===== src/rtl/chan_pkg.sv =====
// chan_pkg: shared definitions for the channelizer reconfiguration sequencer.
//   - chan_state_t : sequencer states (also exported on the debug port)
//   - NFFT_LSB / FWD_LSB : bit offsets inside the 16-bit FFT config word
//   - log2_pow2()  : log2 of a value plus a power-of-two flag
//   - cfg_word()   : builds the FFT config word from direction and nfft
package chan_pkg;

  typedef enum logic [2:0] {
    ST_DRAIN  = 3'd0,
    ST_RST    = 3'd1,
    ST_FRST   = 3'd2,
    ST_CONFIG = 3'd3,
    ST_RUN    = 3'd4
  } chan_state_t;

  localparam int CFG_W    = 16;
  localparam int NFFT_LSB = 0;
  localparam int FWD_LSB  = 8;

  typedef struct packed {
    logic       pow2;
    logic [4:0] log2;
  } log2_res_t;

  // log2 is the index of the highest set bit; only meaningful when pow2=1.
  function automatic log2_res_t log2_pow2(input logic [31:0] v);
    log2_res_t r;
    r.pow2 = (v != 32'd0) && ((v & (v - 32'd1)) == 32'd0);
    r.log2 = 5'd0;
    for (int i = 0; i < 32; i++) begin
      if (v[i]) r.log2 = 5'(i);
    end
    return r;
  endfunction

  function automatic logic [CFG_W-1:0] cfg_word(input logic fwd, input logic [4:0] nfft);
    logic [CFG_W-1:0] w;
    w                  = '0;
    w[FWD_LSB]         = fwd;
    w[NFFT_LSB +: 5]   = nfft;
    return w;
  endfunction

endpackage


===== src/rtl/chan_size_check.sv =====
// chan_size_check: combinational validation of a requested FFT size.
//   size : requested FFT size (points)
//   ok   : size is a power of two with MIN_LOG2 <= log2 <= MAX_LOG2
//   log2 : log2 of size (valid when ok=1)
module chan_size_check
  import chan_pkg::*;
#(
  parameter int MAX_LOG2 = 11,
  parameter int MIN_LOG2 = 3
) (
  input  logic [MAX_LOG2:0] size,
  output logic              ok,
  output logic [4:0]        log2
);

  log2_res_t res;

  assign res  = log2_pow2(32'(size));
  assign log2 = res.log2;
  assign ok   = res.pow2 && (res.log2 >= 5'(MIN_LOG2)) && (res.log2 <= 5'(MAX_LOG2));

endmodule


===== src/rtl/chan_reconfig_ctrl.sv =====
// chan_reconfig_ctrl: runtime FFT-size/direction reconfiguration sequencer.
// Sequence after an accepted request: DRAIN -> RST -> FRST -> CONFIG -> RUN.
// Ports:
//   s_cfg_*     : request stream {fwd_inv, fft_size}, accepted only in RUN
//   pipe_busy   : datapath activity, used to detect the drained condition
//   gate_open   : input gate, open only in RUN
//   blk_reset   : active-high datapath reset (RST state)
//   fft_aresetn : FFT core reset, low in RST and FRST
//   fft_size_o  : active FFT size
//   m_cfg_*     : FFT config word stream, valid in CONFIG
//   busy/cfg_err/drain_to/done : status
//   state       : current sequencer state (debug)
// Handshakes: a transfer happens on a rising clk edge where tvalid and tready
// are both high; m_cfg_tdata is held constant while m_cfg_tvalid is high.
module chan_reconfig_ctrl
  import chan_pkg::*;
#(
  parameter int MAX_LOG2       = 11,
  parameter int MIN_LOG2       = 3,
  parameter int DEF_LOG2       = 7,
  parameter int RESET_CYCLES   = 8,
  parameter int FFT_RST_CYCLES = 4,
  parameter int DRAIN_TIMEOUT  = 4096
) (
  input  logic                clk,
  input  logic                aresetn,
  input  logic                s_cfg_tvalid,
  input  logic [MAX_LOG2+1:0] s_cfg_tdata,
  output logic                s_cfg_tready,
  input  logic                pipe_busy,
  output logic                gate_open,
  output logic                blk_reset,
  output logic                fft_aresetn,
  output logic [MAX_LOG2:0]   fft_size_o,
  output logic                m_cfg_tvalid,
  output logic [15:0]         m_cfg_tdata,
  input  logic                m_cfg_tready,
  output logic                busy,
  output logic                cfg_err,
  output logic                drain_to,
  output logic                done,
  output chan_state_t         state
);

  localparam int CNT_MAX = (DRAIN_TIMEOUT > RESET_CYCLES) ?
                           ((DRAIN_TIMEOUT > FFT_RST_CYCLES) ? DRAIN_TIMEOUT : FFT_RST_CYCLES) :
                           ((RESET_CYCLES > FFT_RST_CYCLES) ? RESET_CYCLES : FFT_RST_CYCLES);
  localparam int CNT_W = (CNT_MAX > 1) ? $clog2(CNT_MAX) : 1;

  localparam logic [CNT_W-1:0] DRAIN_LD = CNT_W'(DRAIN_TIMEOUT - 1);
  localparam logic [CNT_W-1:0] RST_LD   = CNT_W'(RESET_CYCLES - 1);
  localparam logic [CNT_W-1:0] FRST_LD  = CNT_W'(FFT_RST_CYCLES - 1);
  localparam logic [4:0]       DEF_NFFT = 5'(DEF_LOG2);
  localparam logic [MAX_LOG2:0] SIZE_ONE = {{MAX_LOG2{1'b0}}, 1'b1};

  logic              req_ok;
  logic [4:0]        req_log2;
  chan_state_t       state_n;
  logic [CNT_W-1:0]  cnt, cnt_n;
  logic              prev_idle;
  logic [4:0]        pend_log2, pend_log2_n;
  logic              pend_fwd, pend_fwd_n;
  logic              cfg_err_n, drain_to_n, done_n;
  logic              req;

  chan_size_check #(
    .MAX_LOG2 (MAX_LOG2),
    .MIN_LOG2 (MIN_LOG2)
  ) u_size_check (
    .size (s_cfg_tdata[MAX_LOG2:0]),
    .ok   (req_ok),
    .log2 (req_log2)
  );

  assign req = s_cfg_tvalid & s_cfg_tready;

  always_comb begin
    state_n     = state;
    cnt_n       = (cnt == '0) ? cnt : cnt - 1'b1;
    pend_log2_n = pend_log2;
    pend_fwd_n  = pend_fwd;
    cfg_err_n   = 1'b0;
    drain_to_n  = 1'b0;
    done_n      = 1'b0;
    case (state)
      ST_RUN: begin
        if (req) begin
          if (req_ok) begin
            pend_log2_n = req_log2;
            pend_fwd_n  = s_cfg_tdata[MAX_LOG2+1];
            state_n     = ST_DRAIN;
            cnt_n       = DRAIN_LD;
          end else begin
            cfg_err_n = 1'b1;
          end
        end
      end
      ST_DRAIN: begin
        // prev_idle carries pipe_busy from the previous cycle, so the idle
        // window may include the handshake cycle itself; an idle pipe then
        // leaves DRAIN after a single cycle.
        if (prev_idle && !pipe_busy) begin
          state_n = ST_RST;
          cnt_n   = RST_LD;
        end else if (cnt == '0) begin
          drain_to_n = 1'b1;
          state_n    = ST_RST;
          cnt_n      = RST_LD;
        end
      end
      ST_RST: begin
        if (cnt == '0) begin
          state_n = ST_FRST;
          cnt_n   = FRST_LD;
        end
      end
      ST_FRST: begin
        if (cnt == '0) state_n = ST_CONFIG;
      end
      ST_CONFIG: begin
        if (m_cfg_tready) begin
          state_n = ST_RUN;
          done_n  = 1'b1;
        end
      end
      default: begin
        state_n = ST_RST;
        cnt_n   = RST_LD;
      end
    endcase
  end

  // All outputs are registered images of the next state, so none of them
  // has a combinational path from an input.
  always_ff @(posedge clk or negedge aresetn) begin
    if (!aresetn) begin
      state        <= ST_RST;
      cnt          <= RST_LD;
      prev_idle    <= 1'b0;
      pend_log2    <= DEF_NFFT;
      pend_fwd     <= 1'b1;
      fft_size_o   <= SIZE_ONE << DEF_NFFT;
      m_cfg_tdata  <= cfg_word(1'b1, DEF_NFFT);
      s_cfg_tready <= 1'b0;
      gate_open    <= 1'b0;
      blk_reset    <= 1'b1;
      fft_aresetn  <= 1'b0;
      m_cfg_tvalid <= 1'b0;
      busy         <= 1'b1;
      cfg_err      <= 1'b0;
      drain_to     <= 1'b0;
      done         <= 1'b0;
    end else begin
      state        <= state_n;
      cnt          <= cnt_n;
      prev_idle    <= !pipe_busy;
      pend_log2    <= pend_log2_n;
      pend_fwd     <= pend_fwd_n;
      // The new configuration becomes active on the first RST cycle.
      if (state_n == ST_RST && state != ST_RST) begin
        fft_size_o  <= SIZE_ONE << pend_log2;
        m_cfg_tdata <= cfg_word(pend_fwd, pend_log2);
      end
      s_cfg_tready <= (state_n == ST_RUN);
      gate_open    <= (state_n == ST_RUN);
      blk_reset    <= (state_n == ST_RST);
      fft_aresetn  <= !((state_n == ST_RST) || (state_n == ST_FRST));
      m_cfg_tvalid <= (state_n == ST_CONFIG);
      busy         <= (state_n != ST_RUN);
      cfg_err      <= cfg_err_n;
      drain_to     <= drain_to_n;
      done         <= done_n;
    end
  end

endmodule

===== config.mk =====
export PLATFORM = sky130hd
export DESIGN_NAME = chan_reconfig_ctrl
export DESIGN_NICKNAME = d
export VERILOG_FILES = /design/src/rtl/chan_pkg.sv /design/src/rtl/chan_size_check.sv /design/src/rtl/chan_reconfig_ctrl.sv
export SDC_FILE = /design/constraint.sdc
export NUM_CORES = 1
export LEC_CHECK = 0
export CORE_MARGIN = 1.5
export CORE_UTILIZATION = 35
export CTS_CLUSTER_DIAMETER = 120
export CTS_CLUSTER_SIZE = 8
export DETAILED_ROUTE_END_ITERATION = 10
export HOLD_SLACK_MARGIN = 0.02
export PLACE_DENSITY = 0.62
export SETUP_SLACK_MARGIN = 0.05
export SYNTH_ARGS = -nofsm -noshare
export SYNTH_HDL_FRONTEND = slang
export SYNTH_HIERARCHICAL = 1
export SYNTH_SLANG_ARGS = --single-unit

===== constraint.sdc =====
create_clock -name clk -period 2.4 [get_ports clk]
set_input_delay 0.48 -clock clk [delete_from_list [all_inputs] [get_ports clk]]
set_output_delay 0.48 -clock clk [all_outputs]
set_load 0.05 [all_outputs]

# Yosys cells after proc, flatten, opt, wreduce, memory -nomap -nowiden
# Index checks and enable logic that the tools add are counted.
# totals
ff_bits,48
input_bits,18
out_inout_bits,40
elab_cells,80
# classes
add_sub_neg,2
n_lt_le_gt_ge,2
n_eq_ne,10
n_shift,1
mux,34
bitwise,2
n_reduce_logical,14
# op_table
op,n
12-bit two-way mux,6
12-bit case mux with 4 select lines,1
3-bit two-way mux,11
12-bit by 32-bit bitwise AND with 32-bit output,1
32-bit zero test,1
4-bit two-way mux,4
3-bit case mux with 5 select lines,1
"12-bit by 1-bit subtractor with 13-bit output, second input constant",1
"3-bit by 2-bit equality test with 1-bit output, second input constant",4
12-bit zero test,1
12-bit nonzero test,1
"1-bit by 5-bit << shifter with 12-bit output, first input constant",1
"12-bit by 1-bit subtractor with 12-bit output, second input constant",1
1-bit two-way mux,9
"3-bit by 1-bit equality test with 1-bit output, second input constant",2
"3-bit equality test, second input constant",2
1-bit logical AND,5
"4-bit by 2-bit greater-or-equal comparator with 1-bit output, second input constant",1
"4-bit <= comparator, second input constant",1
2-bit two-way mux,2
3-bit zero test,1
"3-bit by 1-bit != test with 1-bit output, second input constant",1
"3-bit != test, second input constant",1
3-bit AND reduction,1
4 further kinds,5

# Longest topological paths before layout
# Gate-level depths: netlist of run 1.
# depth
word_depth,20
mapped_depth,10
depth_no_buf,8

# Hierarchy
# The synthesis of run 1 kept the hierarchy.
# modules_own_cells
module,n_inst,cells_per_inst,area_each_um2,seq_area_each_um2
chan_reconfig_ctrl,1,208,2312.2,1219.9
chan_size_check,1,41,257.7,0.0

# Worst setup path after synthesis of run 1
# No wires, ideal clock.
# synth_timing
kind,input -> register
startpoint,input port s_cfg_tdata[4]
endpoint,register pend_log2[3]
setup_ns,0.125
t_arrival_ns,2.261
required_time_ns,2.275
path_slack_ns,0.014
stages,9
path_buffers,1
cell_sequence,nor4_4 -> nand3_2 -> o31ai_2 -> nand2_1 -> nor4b_2 -> nand3_1 -> or2_1 -> clkbuf_1 -> mux2_2
# synth_via
elab_chain_cells,12
word_cells_on_any_way,18
classes_between,add/sub (1); order compare (2); mux (8); bitwise (1); reduce/logical (6)
# synth_rtl
element,line,text
start: declaration,chan_reconfig_ctrl.sv:28,"input logic [MAX_LOG2+1:0] s_cfg_tdata,"
3-bit two-way mux (4 in a row),chan_pkg.sv:31,if (v[i]) r.log2 = 5'(i);
4-bit two-way mux (4 in a row),chan_pkg.sv:31,
4-bit by 2-bit greater-or-equal comparator with 1-bit output,chan_size_check.sv:20,assign ok = res.pow2 && (res.log2 >= 5'(MIN_LOG2)) && (res.log2 <= 5'(MAX_LOG2));
1-bit logical AND,chan_size_check.sv:20,
1-bit logical AND *,chan_size_check.sv:20,
via req_ok,chan_reconfig_ctrl.sv:56,logic req_ok;
3-bit AND reduction (no line) *,-,
end signal: assignment,chan_reconfig_ctrl.sv:157,pend_log2 <= pend_log2_n;
end: declaration,chan_reconfig_ctrl.sv:61,"logic [4:0] pend_log2, pend_log2_n;"
# The timed path passes the listed nets; every way through them passes the cells marked *.
# A chain may end at the register's enable or synchronous reset.

# Worst setup path after layout of run 1
# layout_timing
startpoint,input port s_cfg_tdata[2]
endpoint,register pend_log2[3]
# layout_via
elab_chain_cells,14
word_cells_on_any_way,20
classes_between,add/sub (1); order compare (2); mux (10); bitwise (1); reduce/logical (6)
# layout_rtl
element,line
2-bit two-way mux (2 in a row),chan_pkg.sv:31
3-bit two-way mux (4 in a row),chan_pkg.sv:31
4-bit two-way mux (4 in a row),chan_pkg.sv:31
4-bit by 2-bit greater-or-equal comparator with 1-bit output,chan_size_check.sv:20
1-bit logical AND,chan_size_check.sv:20
1-bit logical AND *,chan_size_check.sv:20
via req_ok,chan_reconfig_ctrl.sv:56
3-bit AND reduction (no line) *,-
# Marks and branches as above.

==> flow_metrics.py, run 1 <==
metrics = {
    "status": {
        "run_status": "completed",
    },
    "sta": {
        "finalCritPeriodShare_pct": 94.6,
        "layout_min_cycle_time_ps": 2270,
        "setup_total_negative_slack_ps": 0,
        "holdWs_ps": 93.2,
        "rsz0062_at_grt": "no",
        "remaining_max_slew_budget_at_the_tightest_pin_pct": 61.4,
        "achievable-frequency_mhz": 440,
        "hold_violations": 0,
        "timing.final.max_slew_violations": 0,
        "final.setup_skew_ps": 9.09,
        "tightest_slew_ps": 574,
        "setup_violations": 0,
    },
    "pwr": {
        "power.ir.vdd_worst_mv": 0.261,
        "cellLeakagePower_nw": 1.44,
        "power_density_over_the_cells_nw_per_um2": 795,
    },
    "logic_synthesis": {
        "synth.cell_area_um2": 2570,
        "yosys.cell_count.top_type": "dfrtp_1",
        "synth.lib_cells_used.distinct": 56,
        "ys_ff_latch": 48,
        "synth_area_leaders": "dfrtp_1 (32%), dfstp_2 (15%), mux2_2 (5.3%)",
        "ys_dominant_reg_cell": "dfrtp_1",
        "netlist.top_cell.by_area": "dfrtp_1",
        "syn_avg_cell_area_um2": 10.3,
        "ys_async_sr_fraction_pct": 100,
        "seq_area_frac_synth_pct": 47.5,
        "synthesis.instances": 249,
        "yosys_warnings": 6,
        "synth_edf_count": 0,
        "post-synth-top-area-fraction_pct": 32.1,
        "synth_top_cells_by_count": "dfrtp_1 (33), nand2_1 (23), nor2_1 (18)",
    },
    "detailed_routing": {
        "routed_wl_um": 5660,
        "vias_cell": 5.03,
        "detail_route.wl_per_cell_um": 13.5,
        "drt_pre_antenna_iters": 4,
        "ant_nets": 0,
        "drt_first_iter_violations": 77,
        "detailroute.via_count": 2108,
        "detailed_route_drc_error_count": 0,
    },
    "global_routing": {
        "gr-usage-all-layers_pct": 15.7,
        "first_global_vias": 2043,
        "antenna_found_initial": 0,
        "grtUsageMet2_pct": 25.1,
        "maximum_number_of_pins_on_one_net_before_global_route_repair": 19,
        "global_route.usage.met1_pct": 20.4,
        "gr-max-usage-layer": "met2",
        "grt-ovfl-total": 0,
        "gr-usage-met3_pct": 3.82,
        "grt_first_pass_wirelength_um": 9580,
    },
    "clocking": {
        "clk_path_buf_depth": 2,
        "clk-insertion-delay-late_ps": 300,
        "clock_transition_at_the_register_clock_pins_on_the_worst_setup_and_hold_paths_after_cts_ps": 90,
        "cts_tree": "yes",
        "clock_sinks": 48,
        "cts_max_level": 2,
        "tritoncts_buffers": 5,
        "cts_root_buffer": "clkbuf_8",
    },
    "min_path": {
        "hp-class": "in2async",
    },
    "placed_design": {
        "gp_congestion": 0.822,
        "detailed_placement_hpwl_um": 4180,
        "place.port_buffers": 47,
    },
    "floorplanning": {
        "rows": 31,
        "starting_density_of_the_core_pct": 35.8,
        "dieHeight_um": 88.7,
        "coreArea_um2": 7180,
        "die_w_um": 88.7,
        "die-area_um2": 7870,
        "floorplan.io_pins": 58,
    },
    "layout": {
        "finish.net_count": 339,
        "post_route_cells_drive_above_1_share_pct": 29.4,
        "syn2layout_area_growth_pct": 33.5,
        "insertedDiodeCount": 0,
    },
    "critical_path": {
        "reg2reg_setup_slack_ps": 290,
        "setup.worst_path.start_class": "primary input",
        "endpoint_class_of_the_critical_path": "flop",
        "worst-endpoint-arrival_ps": 2460,
        "criticalPathCategory": "in2reg",
        "timing.critical_path.fanout_max": 7,
        "worstPathRequired_ps": 2590,
    },
    "flow_run": {
        "maxCapViolCount": 0,
    },
}
-- registers in the layout (all words and copies together), names as in the netlist --
signal,flops
cnt,12
fft_size_o,12
m_cfg_tdata,6
pend_log2,5
state,3
blk_reset,1
busy,1
cfg_err,1
done,1
drain_to,1
fft_aresetn,1
gate_open,1
m_cfg_tvalid,1
pend_fwd,1
prev_idle,1
-- what timing repair did --
| action | CTS | global route |
|---|---|---|
| setup endpoints to repair | 18 | 19 |
| buffers inserted | 0 | 3 |
| hold buffers | 0 | 0 |
| resized for setup | 19 | 15 |
| pin swaps | 3 | 8 |
-- worst max-delay path, cell delays in order --
cell and delay, ps:
dlygate4sd2_1 340, nor2_4 90, nand3_2 110, buf_4 120, nor3_1 30, o32a_2 350
nor4b_4 250, nand3_2 120, or2_4 290, mux2_2 280
-- cell usage in the layout (no fill, tap or decap), drive strengths merged, types with 3 or more instances in the layout --
cell type and n:
clkdlybuf4s50 36, dfrtp 33, buf 27, nand2 24
nor2 19, a21oi 16, dfstp 15, o21ai 14
mux2 12, inv 12, nor3 12, conb 11
clkbuf 11, o2bb2ai 8, a31oi 5, nand3 5
nor4 5, nor2b 4, a211oi 4, mux2i 4
a32o 4, dlygate4sd2 4, xnor2 3, o31ai 3
-- path summary, 6_finish.rpt --
check,to,cells past startpoint,start
min,m_cfg_tvalid,1,aresetn
min in group clk,fft_size_o[0],1,fft_size_o[0]
max,pend_log2[3],10,s_cfg_tdata[2]
min reg2reg,fft_size_o[0],1,fft_size_o[0]
max in group asynchronous,fft_size_o[7],2,aresetn
max reg2reg,m_cfg_tdata[4],8,cnt[0]
-- final cells by class --
class                           count  area, um2
Clock buffer                        7        108
Clock inverter                      1       8.76
Fill cell                         693       3740
Inverter                           12       50.0
Multi-Input combinational cell    179       1280
Sequential cell                    48       1220
Tap cell                           99        124
Timing Repair Buffer               73        644
-- per-layer routing --
metal	part of all wire, %	vias up
met3	4.8	8
met2	49	50
met1	45	1024
met5	0	-
met4	1.7	0
li1	-	1026
-- metrics by stage --
step | cell area, um2 | worst slack [ps] | cells | total power, mW | util [%]
floorplan | 2610 | 52.2 | 258 | 1.88 | -
global placement | 3230 | -444 | 408 | 2.15 | 45.0
detailed placement | 3230 | -516 | 408 | 2.16 | 45.0
CTS | 3400 | 64.3 | 416 | 2.74 | 47.4
global route | 3430 | 35.5 | 419 | 2.91 | 47.8
finish | 3430 | 128 | 419 | 2.73 | 47.8
-- power by group --
part           total, mW  switching, mW  internal (mW)  leakage, nW
Clock              0.566          0.267          0.299       0.0596
Combinational       1.02          0.599          0.425        0.777
Sequential          1.14          0.163          0.977        0.603
Total               2.73           1.03           1.70         1.44
-- cell families after synthesis --
group           share of synthesized area (%)
other cells                             0.292
fa+ha+maj                               0.974
compound gates                           18.1
mux                                      6.82
xor+xnor                                 1.36
simple gates                             17.8
buf+inv                                  7.21
flops                                    47.5
(Power assumes the default switching activity.)
==> run 2: changes to the inputs <==
--- a/config.mk
+++ b/config.mk
@@ -5,13 +5,16 @@
 export SDC_FILE = /design/constraint.sdc
 export NUM_CORES = 1
 export LEC_CHECK = 0
+export CELL_PAD_IN_SITES_DETAIL_PLACEMENT = 0
+export CELL_PAD_IN_SITES_GLOBAL_PLACEMENT = 1
 export CORE_MARGIN = 1.5
-export CORE_UTILIZATION = 35
+export CORE_UTILIZATION = 39
 export CTS_CLUSTER_DIAMETER = 120
 export CTS_CLUSTER_SIZE = 8
 export DETAILED_ROUTE_END_ITERATION = 10
 export HOLD_SLACK_MARGIN = 0.02
-export PLACE_DENSITY = 0.62
+export MAX_ROUTING_LAYER = met4
+export PLACE_DENSITY = 0.83
 export SETUP_SLACK_MARGIN = 0.05
 export SYNTH_ARGS = -nofsm -noshare
 export SYNTH_HDL_FRONTEND = slang
==> run 2 against run 1 <==
  * Register-to-register slack lost 60 ps
  * Wire length down 1.7%
  * Maximum frequency decreased by 0.14%
  * Utilization up 6.0 points
  * Worst hold slack improved by 31 ps
==> flow_metrics.py, run 2 (synthesis gave the netlist of run 1 again) <==
metrics = {
    "status": {
        "run_status": "completed",
    },
    "layout": {
        "finalCoreUtilization_pct": 53.9,
        "syn2layout_area_growth_pct": 33.1,
        "most-common-layout-cells": "clkdlybuf4s50_1 (38), dfrtp_1 (33), buf_4 (25), nand2_1 (23), nor2_1 (17)",
        "finalInstanceArea_um2": 3420,
        "post_route_cells_drive_above_1_share_pct": 28.0,
        "finish.net_count": 340,
        "top_regs": "cnt (12), fft_size_o (12), m_cfg_tdata (6)",
        "mostFrequentLayoutCell": "clkdlybuf4s50_1",
        "filler_cells_inserted": 565,
        "insertedDiodeCount": 0,
    },
    "global_routing": {
        "gr-usage-all-layers_pct": 16.6,
        "first_global_vias": 1994,
        "antenna_found_initial": 0,
        "grt-ovfl-total": 0,
        "grt_first_pass_wirelength_um": 9310,
        "maximum_number_of_pins_on_one_net_before_global_route_repair": 22,
    },
    "detailed_routing": {
        "detailed_route_drc_error_count": 0,
        "vias_cell": 5.26,
        "detail_route.wl_per_cell_um": 14.0,
        "ant_nets": 0,
        "drt_pre_antenna_iters": 4,
        "detailroute.via_count": 2093,
        "routed_wl_um": 5560,
        "drt_first_iter_violations": 101,
    },
    "floorplanning": {
        "coreArea_um2": 6350,
        "rows": 29,
        "starting_density_of_the_core_pct": 40.5,
        "floorplan.io_pins": 58,
        "die_w_um": 84.2,
        "dieHeight_um": 84.2,
        "die-area_um2": 7090,
    },
    "critical_path": {
        "worstPathRequired_ps": 2580,
        "slowest_cell_on_crit_path": "clkdlybuf4s50_1",
        "criticalPathCategory": "in2reg",
        "worst-endpoint-arrival_ps": 2460,
        "timing.critical_path.fanout_max": 7,
        "setup.worst_path.start_class": "primary input",
        "crit_chain": "clkdlybuf4s50_1, buf_6, o32a_2, nor4b_4, nand3_1, or2_4, mux2_2",
        "critical-path-max-stage-delay_ps": 440,
        "endpoint_class_of_the_critical_path": "flop",
    },
    "clocking": {
        "clk-insertion-delay-late_ps": 300,
        "clock_sinks": 48,
        "cts_root_buffer": "clkbuf_8",
        "cts_tree": "yes",
        "cts_max_level": 2,
        "clock_transition_at_the_register_clock_pins_on_the_worst_setup_and_hold_paths_after_cts_ps": 90,
        "tritoncts_buffers": 5,
        "clk_path_buf_depth": 2,
    },
    "sta": {
        "finalCritPeriodShare_pct": 94.8,
        "achievable-frequency_mhz": 440,
        "hold_violations": 0,
        "rsz0062_at_grt": "no",
        "timing.final.max_slew_violations": 0,
        "remaining_max_slew_budget_at_the_tightest_pin_pct": 61.8,
        "tightest_slew_ps": 568,
        "final.setup_skew_ps": 10.9,
        "setup_violations": 0,
        "layout_min_cycle_time_ps": 2270,
    },
    "pwr": {
        "power_frac_comb_pct": 34.8,
        "cellInternalPower_mw": 1.92,
        "clock_power_share_pct": 26.7,
        "power.share.switching_pct": 34.9,
        "power_density_over_the_cells_nw_per_um2": 864,
        "cellLeakagePower_nw": 1.45,
        "net-switching-power_mw": 1.03,
        "seq_power_share_pct": 38.6,
        "power.ir.vdd_worst_mv": 0.404,
    },
    "placed_design": {
        "gp_congestion": 0.881,
        "detailed_place.area_um2": 3220,
        "detailed_placement_hpwl_um": 4140,
        "place.port_buffers": 47,
    },
    "flow_run": {
        "maxCapViolCount": 0,
    },
    "min_path": {
        "hp-class": "in2async",
    },
}
[run 2: changes by cell type in the layout (fill, tap and decap cells not counted), sizes merged]
cell           delta
clkinv            -1
buf               +3
clkdlybuf4s50     +2
clkdlybuf4s15     +1
bufinv            +3
clkbuf            -4
dlygate4sd2       -1
dlymetal6s2s      -2
[run 2: critical path: cells and delay by family]
kind,cells,cell delay [ps]
AOI/OAI and AO/OA,1,410
buffers and inverters,2,580
muxes,1,270
and+or+nand+nor,3,710
[run 2: what timing repair did]
action,CTS,global route
setup buffers,0,2
gates resized for setup,22,11
setup endpoints to repair,20,18
hold buffers,0,0
pin swaps,8,9
[run 2: final timing paths]
kind	start	end	slack, ps	depth (start not counted)
min in group clk	fft_size_o[2]	fft_size_o[2]	490	1
max in group asynchronous	aresetn	pend_fwd	1620	2
max reg2reg	cnt[0]	m_cfg_tdata[3]	230	8
min reg2reg	fft_size_o[2]	fft_size_o[2]	490	1
max	s_cfg_tdata[8]	pend_log2[3]	130	7
min	aresetn	drain_to	120	1
[run 2: metrics by stage]
| step | hold WS [ps] | total power, mW | setup slack (ps) | cells | TNS, ps |
|---|---|---|---|---|---|
| final | 125 | 2.95 | 125 | 398 | 0 |
| after global placement | 454 | 2.16 | -461 | 388 | -8500 |
| after floorplan | 184 | 1.88 | 52.2 | 258 | 0 |
| after global routing | 144 | 3.12 | 50.4 | 398 | 0 |
| after CTS | 131 | 2.98 | 66.3 | 396 | 0 |
| after detailed placement | 466 | 2.18 | -548 | 388 | -10070 |
[run 2: cell type report]
class / count / area (um2) / share of cell area [%]
tap: 77 / 96.3 / 2.82
sequential: 48 / 1220 / 35.7
clock buffer: 5 / 68.8 / 2.01
clock inverter: 3 / 90.1 / 2.63
timing repair buffer: 74 / 652 / 19.1
inverter: 12 / 50.0 / 1.46
multi-input combinational: 179 / 1240 / 36.3
[run 2: power by group through the flow]
stage	combinational (mW)	sequential, mW	clock [mW]
floorplan	0.635	1.24	0
global placement	1.01	1.15	0
detailed placement	1.03	1.16	0
CTS	1.03	1.14	0.804
global route	1.12	1.16	0.842
finish	1.03	1.14	0.788
[run 2: routing by layer]
layer  wire length, um  GRT usage, %
met3               227          3.24
met1              2540          21.6
met2              2720          26.0
met4                79          5.66
met5                 0             -
==> run 3: changes to the inputs <==
--- a/config.mk
+++ b/config.mk
@@ -5,6 +5,7 @@
 export SDC_FILE = /design/constraint.sdc
 export NUM_CORES = 1
 export LEC_CHECK = 0
+export ABC_AREA = 0
 export CELL_PAD_IN_SITES_DETAIL_PLACEMENT = 0
 export CELL_PAD_IN_SITES_GLOBAL_PLACEMENT = 1
 export CORE_MARGIN = 1.5
==> results of run 3 <==
Same layout as run 2: the final DEF is identical, and so are final timing and power.
